### src/rtl/bb_boot_copier.sv
// Blackbone-bus boot copier: copies WORDS words from SRC_BASE to DST_BASE
// using an RD/CAP/WR sequence per word, and holds the CPU in reset until the first copy completes.
module bb_boot_copier #(
  parameter int              AW       = 32,
  parameter int              DW       = 32,
  parameter logic [AW-1:0]   SRC_BASE = '0,
  parameter logic [AW-1:0]   DST_BASE = AW'(32'h0001_0000),
  parameter int              WORDS    = 64
) (
  input  logic          clk,
  input  logic          rst,
  input  logic          start_i,
  output logic [AW-1:0] bb_addr_o,
  output logic [DW-1:0] bb_dout_o,
  output logic          bb_en_o,
  output logic          bb_we_o,
  input  logic [DW-1:0] bb_din_i,
  output logic          busy_o,
  output logic          done_o,
  output logic          cpu_rst_o
);

  localparam int            RW      = (WORDS < 1) ? 1 : $clog2(WORDS + 1);
  localparam logic [RW-1:0] WORDS_R = RW'(WORDS);
  localparam logic [RW-1:0] ONE_R   = RW'(1);
  localparam logic [AW-1:0] STEP    = AW'(4);

  typedef enum logic [2:0] {
    S_IDLE,
    S_RD,
    S_CAP,
    S_WR,
    S_DONE
  } state_t;

  state_t        state_q, state_d;
  logic [AW-1:0] src_q, src_d;
  logic [AW-1:0] dst_q, dst_d;
  logic [RW-1:0] rem_q, rem_d;
  logic [DW-1:0] data_q, data_d;
  logic [AW-1:0] addr_q, addr_d;
  logic [DW-1:0] dout_q, dout_d;
  logic          en_q, en_d;
  logic          we_q, we_d;
  logic          busy_q, busy_d;
  logic          done_q, done_d;
  logic          cpu_rst_q, cpu_rst_d;

  always_comb begin
    state_d   = state_q;
    src_d     = src_q;
    dst_d     = dst_q;
    rem_d     = rem_q;
    data_d    = data_q;
    done_d    = done_q;
    cpu_rst_d = cpu_rst_q;

    case (state_q)
      S_IDLE: begin
        if (start_i) begin
          src_d   = SRC_BASE;
          dst_d   = DST_BASE;
          rem_d   = WORDS_R;
          done_d  = 1'b0;
          state_d = (WORDS == 0) ? S_DONE : S_RD;
        end
      end
      S_RD: begin
        state_d = S_CAP;
      end
      S_CAP: begin
        data_d  = bb_din_i;
        state_d = S_WR;
      end
      S_WR: begin
        src_d   = src_q + STEP;
        dst_d   = dst_q + STEP;
        rem_d   = rem_q - ONE_R;
        state_d = (rem_q == ONE_R) ? S_DONE : S_RD;
      end
      S_DONE: begin
        done_d    = 1'b1;
        cpu_rst_d = 1'b0;
        state_d   = S_IDLE;
      end
      default: begin
        state_d = S_IDLE;
      end
    endcase
  end

  // Bus outputs are registered, so they are derived from the state being entered.
  always_comb begin
    addr_d = addr_q;
    dout_d = dout_q;
    en_d   = 1'b0;
    we_d   = 1'b0;
    busy_d = 1'b0;

    case (state_d)
      S_RD: begin
        addr_d = src_d;
        en_d   = 1'b1;
        busy_d = 1'b1;
      end
      S_CAP: begin
        addr_d = src_d;
        busy_d = 1'b1;
      end
      S_WR: begin
        addr_d = dst_d;
        dout_d = data_d;
        en_d   = 1'b1;
        we_d   = 1'b1;
        busy_d = 1'b1;
      end
      default: begin
        addr_d = addr_q;
      end
    endcase
  end

  always_ff @(posedge clk) begin
    if (rst) begin
      state_q   <= S_IDLE;
      src_q     <= '0;
      dst_q     <= '0;
      rem_q     <= '0;
      data_q    <= '0;
      addr_q    <= '0;
      dout_q    <= '0;
      en_q      <= 1'b0;
      we_q      <= 1'b0;
      busy_q    <= 1'b0;
      done_q    <= 1'b0;
      cpu_rst_q <= 1'b1;
    end else begin
      state_q   <= state_d;
      src_q     <= src_d;
      dst_q     <= dst_d;
      rem_q     <= rem_d;
      data_q    <= data_d;
      addr_q    <= addr_d;
      dout_q    <= dout_d;
      en_q      <= en_d;
      we_q      <= we_d;
      busy_q    <= busy_d;
      done_q    <= done_d;
      cpu_rst_q <= cpu_rst_d;
    end
  end

  assign bb_addr_o = addr_q;
  assign bb_dout_o = dout_q;
  assign bb_en_o   = en_q;
  assign bb_we_o   = we_q;
  assign busy_o    = busy_q;
  assign done_o    = done_q;
  assign cpu_rst_o = cpu_rst_q;

endmodule
### config.mk
export PLATFORM = sky130hd
export DESIGN_NAME = bb_boot_copier
export DESIGN_NICKNAME = d
export VERILOG_FILES = /design/src/rtl/bb_boot_copier.sv
export SDC_FILE = /design/constraint.sdc
export NUM_CORES = 1
export LEC_CHECK = 0
export CAP_MARGIN = 0
export CORE_MARGIN = 4
export CORE_UTILIZATION = 57
export DETAILED_ROUTE_END_ITERATION = 8
export GPL_ROUTABILITY_DRIVEN = 1
export PLACE_DENSITY_LB_ADDON = 0.15
export SETUP_SLACK_MARGIN = 0.15
export SLEW_MARGIN = 10
export SYNTH_ARGS = -nofsm -noshare
export SYNTH_HDL_FRONTEND = slang
export SYNTH_SLANG_ARGS = --single-unit
### constraint.sdc
create_clock -name clk -period 5.5 [get_ports clk]
set_clock_uncertainty 0.05 [all_clocks]
set_input_delay 0.55 -clock clk [delete_from_list [all_inputs] [get_ports clk]]
set_output_delay 0.55 -clock clk [all_outputs]
set_load 0.02 [all_outputs]
Word-level counts from Yosys, hierarchy flattened:

Index checks and enable logic that the tools add are counted.

* bits in registers: 175
* input bits: 35
* output and inout port bits: 69
* word-level logic and storage cells: 49

* $add $sub $neg: 3
* eq/ne operators: 9
* mux-type cells: 16
* reduce and logical (&&, ||, !) cells: 9

Operators with widths (number)
* 32-bit one-hot mux with 2 select lines: 3
* 32-bit two-way mux: 3
* 32-bit by 3-bit adder with 32-bit output, second input constant: 2
* 7-bit one-hot mux with 2 select lines: 1
* 3-bit by 2-bit equality test with 1-bit output, second input constant: 4
* 3-bit one-hot mux with 4 select lines: 1
* 7-bit by 1-bit equality test with 1-bit output, second input constant: 1
* 7-bit two-way mux: 1
* 7-bit by 1-bit subtractor with 7-bit output, second input constant: 1
* 3-bit by 1-bit equality test with 1-bit output, second input constant: 2
* 3-bit two-way mux: 2
* 2-bit nonzero test: 3
* 1-bit two-way mux: 4
* 2-bit AND reduction: 2
* 2-bit OR reduction: 2
* 3-bit equality test, second input constant: 1
* 3-bit logical NOT: 1
* 3-bit OR reduction: 1
* 2-bit != test, second input constant: 1
* 1-bit one-hot mux with 2 select lines: 1

Longest topological paths before layout:

* word-level depth: 6
* depth in mapped cells: 8
* mapped depth without buffers: 7

Least setup slack after synthesis:

No wires, ideal clock.

* path kind: register to register
* start: register dst_q[2]
* end: register addr_q[16] (netlist: bb_addr_o[16])
* setup time: 95 ps
* arrival time: 2027 ps
* required time: 5355 ps
* path slack: 3328 ps
* cell stages (with the launch flop): 8
* buffers on the path: 1
* clock period less this slack: 2172 ps
* cells stage by stage: dfxtp_1 > ha_1 > nand3_2 > or4_1 > clkbuf_2 > nor2_1 > mux2_2 > a221oi_1

* word-level cells in the longest chain between the ends: 3

RTL lines
* start: declaration: RTL line 38 `logic [AW-1:0] dst_q, dst_d;`
* start signal: assignment: RTL line 140 `dst_q <= dst_d;`
* 32-bit by 3-bit adder with 32-bit output: RTL line 77 `dst_d = dst_q + STEP;`
* 32-bit one-hot mux with 2 select lines: RTL line 58 `case (state_q)`
* 32-bit one-hot mux with 2 select lines: RTL line 100 `case (state_d)`
* end signal: assignment: RTL line 143 `addr_q <= addr_d;`
* end: declaration: RTL line 41 `logic [AW-1:0] addr_q, addr_d;`

No other way between the ends.
A chain may end at the register's enable or synchronous reset.

Final worst setup path:

* start: register state_q[0]
* end: register dst_q[26]

* word-level cells in the longest chain between the ends: 2
* elaborated cells between the ends (all ways): 3
* those cells by class: eq/ne: 1; mux: 1; reduce/logical: 1

RTL lines
* start: declaration: RTL line 36 `state_t state_q, state_d;`
* start signal: assignment: RTL line 138 `state_q <= state_d;`
* 3-bit by 2-bit equality test with 1-bit output / 3-bit logical NOT (equally long branches): RTL line 58
* 32-bit one-hot mux with 2 select lines (*): RTL line 58

Mark *: on every way between the ends. The rest lies on a longest branch, timed or not.

==> impl_metrics.toml <==
[die]
fp.dieW_um = 113
io_pins = 104
coreArea_mm2 = 0.0108
rows = 38
initial_core_util_pct = 58.2
dieArea_mm2 = 0.0128
die_h_um = 113

[sta]
slew_viol_final = 0
finalHoldViolCount = 0
hold_slack_ns = 0.392
period_share_pct = 50.0
fmax_mhz = 364
slew_headroom_pct = 27.5
worst_slew_pin_slew_ns = 1.09
fin_tns_setup_ns = 0
finalSetupViolCount = 0
period_needed_ns = 2.75
rsz0062_at_grt = "no"

[logic_synthesis]
synth-main-ff-cell = "dfxtp_1"
yosys_warnings = 0
synth_seq_area_share_pct = 45.6
yosysUniqueCellTypes = 67
synth_most_common_cell = "dfxtp_1"
synth-compound-area-share_pct = 17.0
synth_top_cell_by_area = "dfxtp_1"
synthArstFlopShare_pct = 0
synthesis.area_mm2 = 0.00628
yosys.area_share.simple_pct = 27.1
synth-seq-cells = 143
syn_avg_cell_area_um2 = 8.39
synthCells = 748
synth-adder-area-share_pct = 0.797
syn_nets = 787
synth_area_leaders = "dfxtp_1 46%, nand2_1 7.7%, a21oi_1 5.3%"
muxShareOfSynthArea_pct = 5.46
synth_edf_count = 0
netlist_top_cells_count = "143 x dfxtp_1, 128 x nand2_1, 73 x nor2_1"
synth_xor_area_share_pct = 0.279
synth_top_family_by_area = "simple AND/OR/NAND/NOR gates"
synth_top_area_share_pct = 45.6

[pwr]
power-per-cell-area_mw_per_mm2 = 352
seqPwrFrac_pct = 40.8
p_leak_uw = 0.00273
pwr-share-comb_pct = 17.3
p_switching_uw = 766
peakVddDrop_mv = 0.310
clkPwrFrac_pct = 41.9
p_int_uw = 2030
switching_share_pct = 27.4

[global_routing]
grt_pass1_vias = 5752
grt-busiest-layer = "met2"
grt_first_pass_wirelength_mm = 28.3
grt_max_degree = 70
met1_usage_pct = 35.8
grt_overflow = 0
use_met3_pct = 7.59
grt_usage_pct = 27.9
antenna_found_initial = 0
grtUsageMet2_pct = 44.0

[clocking]
cts_setup_buffers = 0
cts_buffer_depth = 2
cts_tree = "done"
cts_resized = 0
cts_root_buffer = "clkbuf_8"
clk_pin_slew_ns = 0.06
h-tree-depth = 4
clk_latency_ns = 0.53
clock_sinks = 143
cts_inserted_buffers = 17
ctsHoldBuffers = 0

[routing]
wl_per_cell_um = 17.9
drcViolationCount = 0
first_iter_violations = 537
ant_nets = 0
drt_wl_total_mm = 17.5
drt_pre_antenna_iters = 5
vias_per_cell = 6.14
vias = 6002

[final_layout]
drive_gt1_share_pct = 8.95
nets = 864
final_cells = 978
antennaDiodeCount = 0
area_growth_syn_to_layout_pct = 26.4

[worst_setup_path]
crit_type = "reg -> reg"
crit_required_ns = 5.91
crit_path_end_kind = "flop"
cp.arrival_ns = 3.16
cp-start-kind = "flop"
path_max_fanout = 22
rr_worst_depth = 5

[outcome]
status = "finished, final reports clean"

[place]
io_buffers = 103
gp_congestion = 0.868
dpl.hpwl_mm = 11.5
placed_cells = 946

[flow_run]
max-cap-violations = 0

[worst_hold_path]
hold_class = "in -> reg"
hold_depth = 2
worst max-delay path, stage by stage (launching register included):
cell and delay, ns:
dfxtp_1 0.64, nand3b_4 0.36, nor4_1 0.84, nand3_1 0.28
or3_1 0.37, a21oi_1 0.12
per-stage QoR:
| step | instance area (um2) | utilization [%] | worst slack, ns | total power, uW |
|---|---|---|---|---|
| after floorplan | 6280 | - | 3.33 | 1430 |
| after global placement | 7330 | 68.0 | 2.65 | 1630 |
| after detailed placement | 7330 | 68.0 | 2.64 | 1640 |
| after CTS | 7940 | 73.5 | 2.81 | 2800 |
| after global routing | 7940 | 73.5 | 2.59 | 2890 |
| final | 7940 | 73.5 | 2.75 | 2790 |
sequential cells by signal (all words and copies together) (netlist names):
name       cells
bb_dout_o     32
bb_en_o        1
bb_we_o        1
bb_addr_o     32
dst_q         32
done_o         1
rem_q          7
src_q         32
cpu_rst_o      1
busy_o         1
state_q        3
logic make-up after synthesis:
family	after synthesis
compound gates	161
xor+xnor	2
fa+ha+maj	4
buf+inv	59
flops	143
mux	32
simple gates	347
per-layer routing:
layer / vias up / share of wire, %
met5: - / 0
met4: 0 / 2.3
met3: 41 / 7.4
met2: 272 / 48
met1: 2842 / 42
li1: 2847 / -
power groups by stage:
stage	combinational [uW]	clock (uW)	sequential (uW)
floorplan	229	0	1210
global placement	471	0	1160
finish	483	1170	1140
global route	518	1230	1150
CTS	482	1180	1140
detailed placement	478	0	1160
layout make-up:
cell class | count | area [um2]
sequential | 143 | 2860
clock buffer | 27 | 502
timing repair buffer | 109 | 1070
inverter | 8 | 30.0
tap | 140 | 175
fill | 838 | 2860
multi-input combinational | 546 | 3190
clock inverter | 5 | 100
worst paths after layout:
path                 from           end  slack, ns
max            state_q[0]     dst_q[26]       2.75
min                   rst     dst_q[17]       0.39
max reg2reg    state_q[0]     dst_q[26]       2.75
min reg2reg  bb_dout_o[0]  bb_dout_o[0]       0.40
cells in the final DEF, fill, tap and decap left out, types with 4 or more instances in the layout:
cell type,netlist,layout
a21o_1,4,4
o21ai_0,16,16
o211ai_1,9,9
nor2_1,73,73
nor4_1,13,13
a31oi_1,4,4
dfxtp_1,143,143
clkbuf_16,0,16
a211oi_1,5,5
o2bb2ai_1,5,5
clkbuf_1,39,5
mux2_2,18,18
a22oi_1,13,13
nand3_1,30,30
buf_4,0,7
ha_1,4,4
and2_1,17,17
or3_1,11,11
nand2_1,128,128
or4_1,6,6
clkbuf_8,0,6
or2_2,6,6
a21oi_1,66,66
clkdlybuf4s50_1,0,102
mux2i_1,14,14
nor3_1,13,13
nand4_1,20,20
and3_1,7,7
o21a_1,4,4
o311ai_0,5,5
inv_1,8,8
Power figures use the tool's default switching activity.
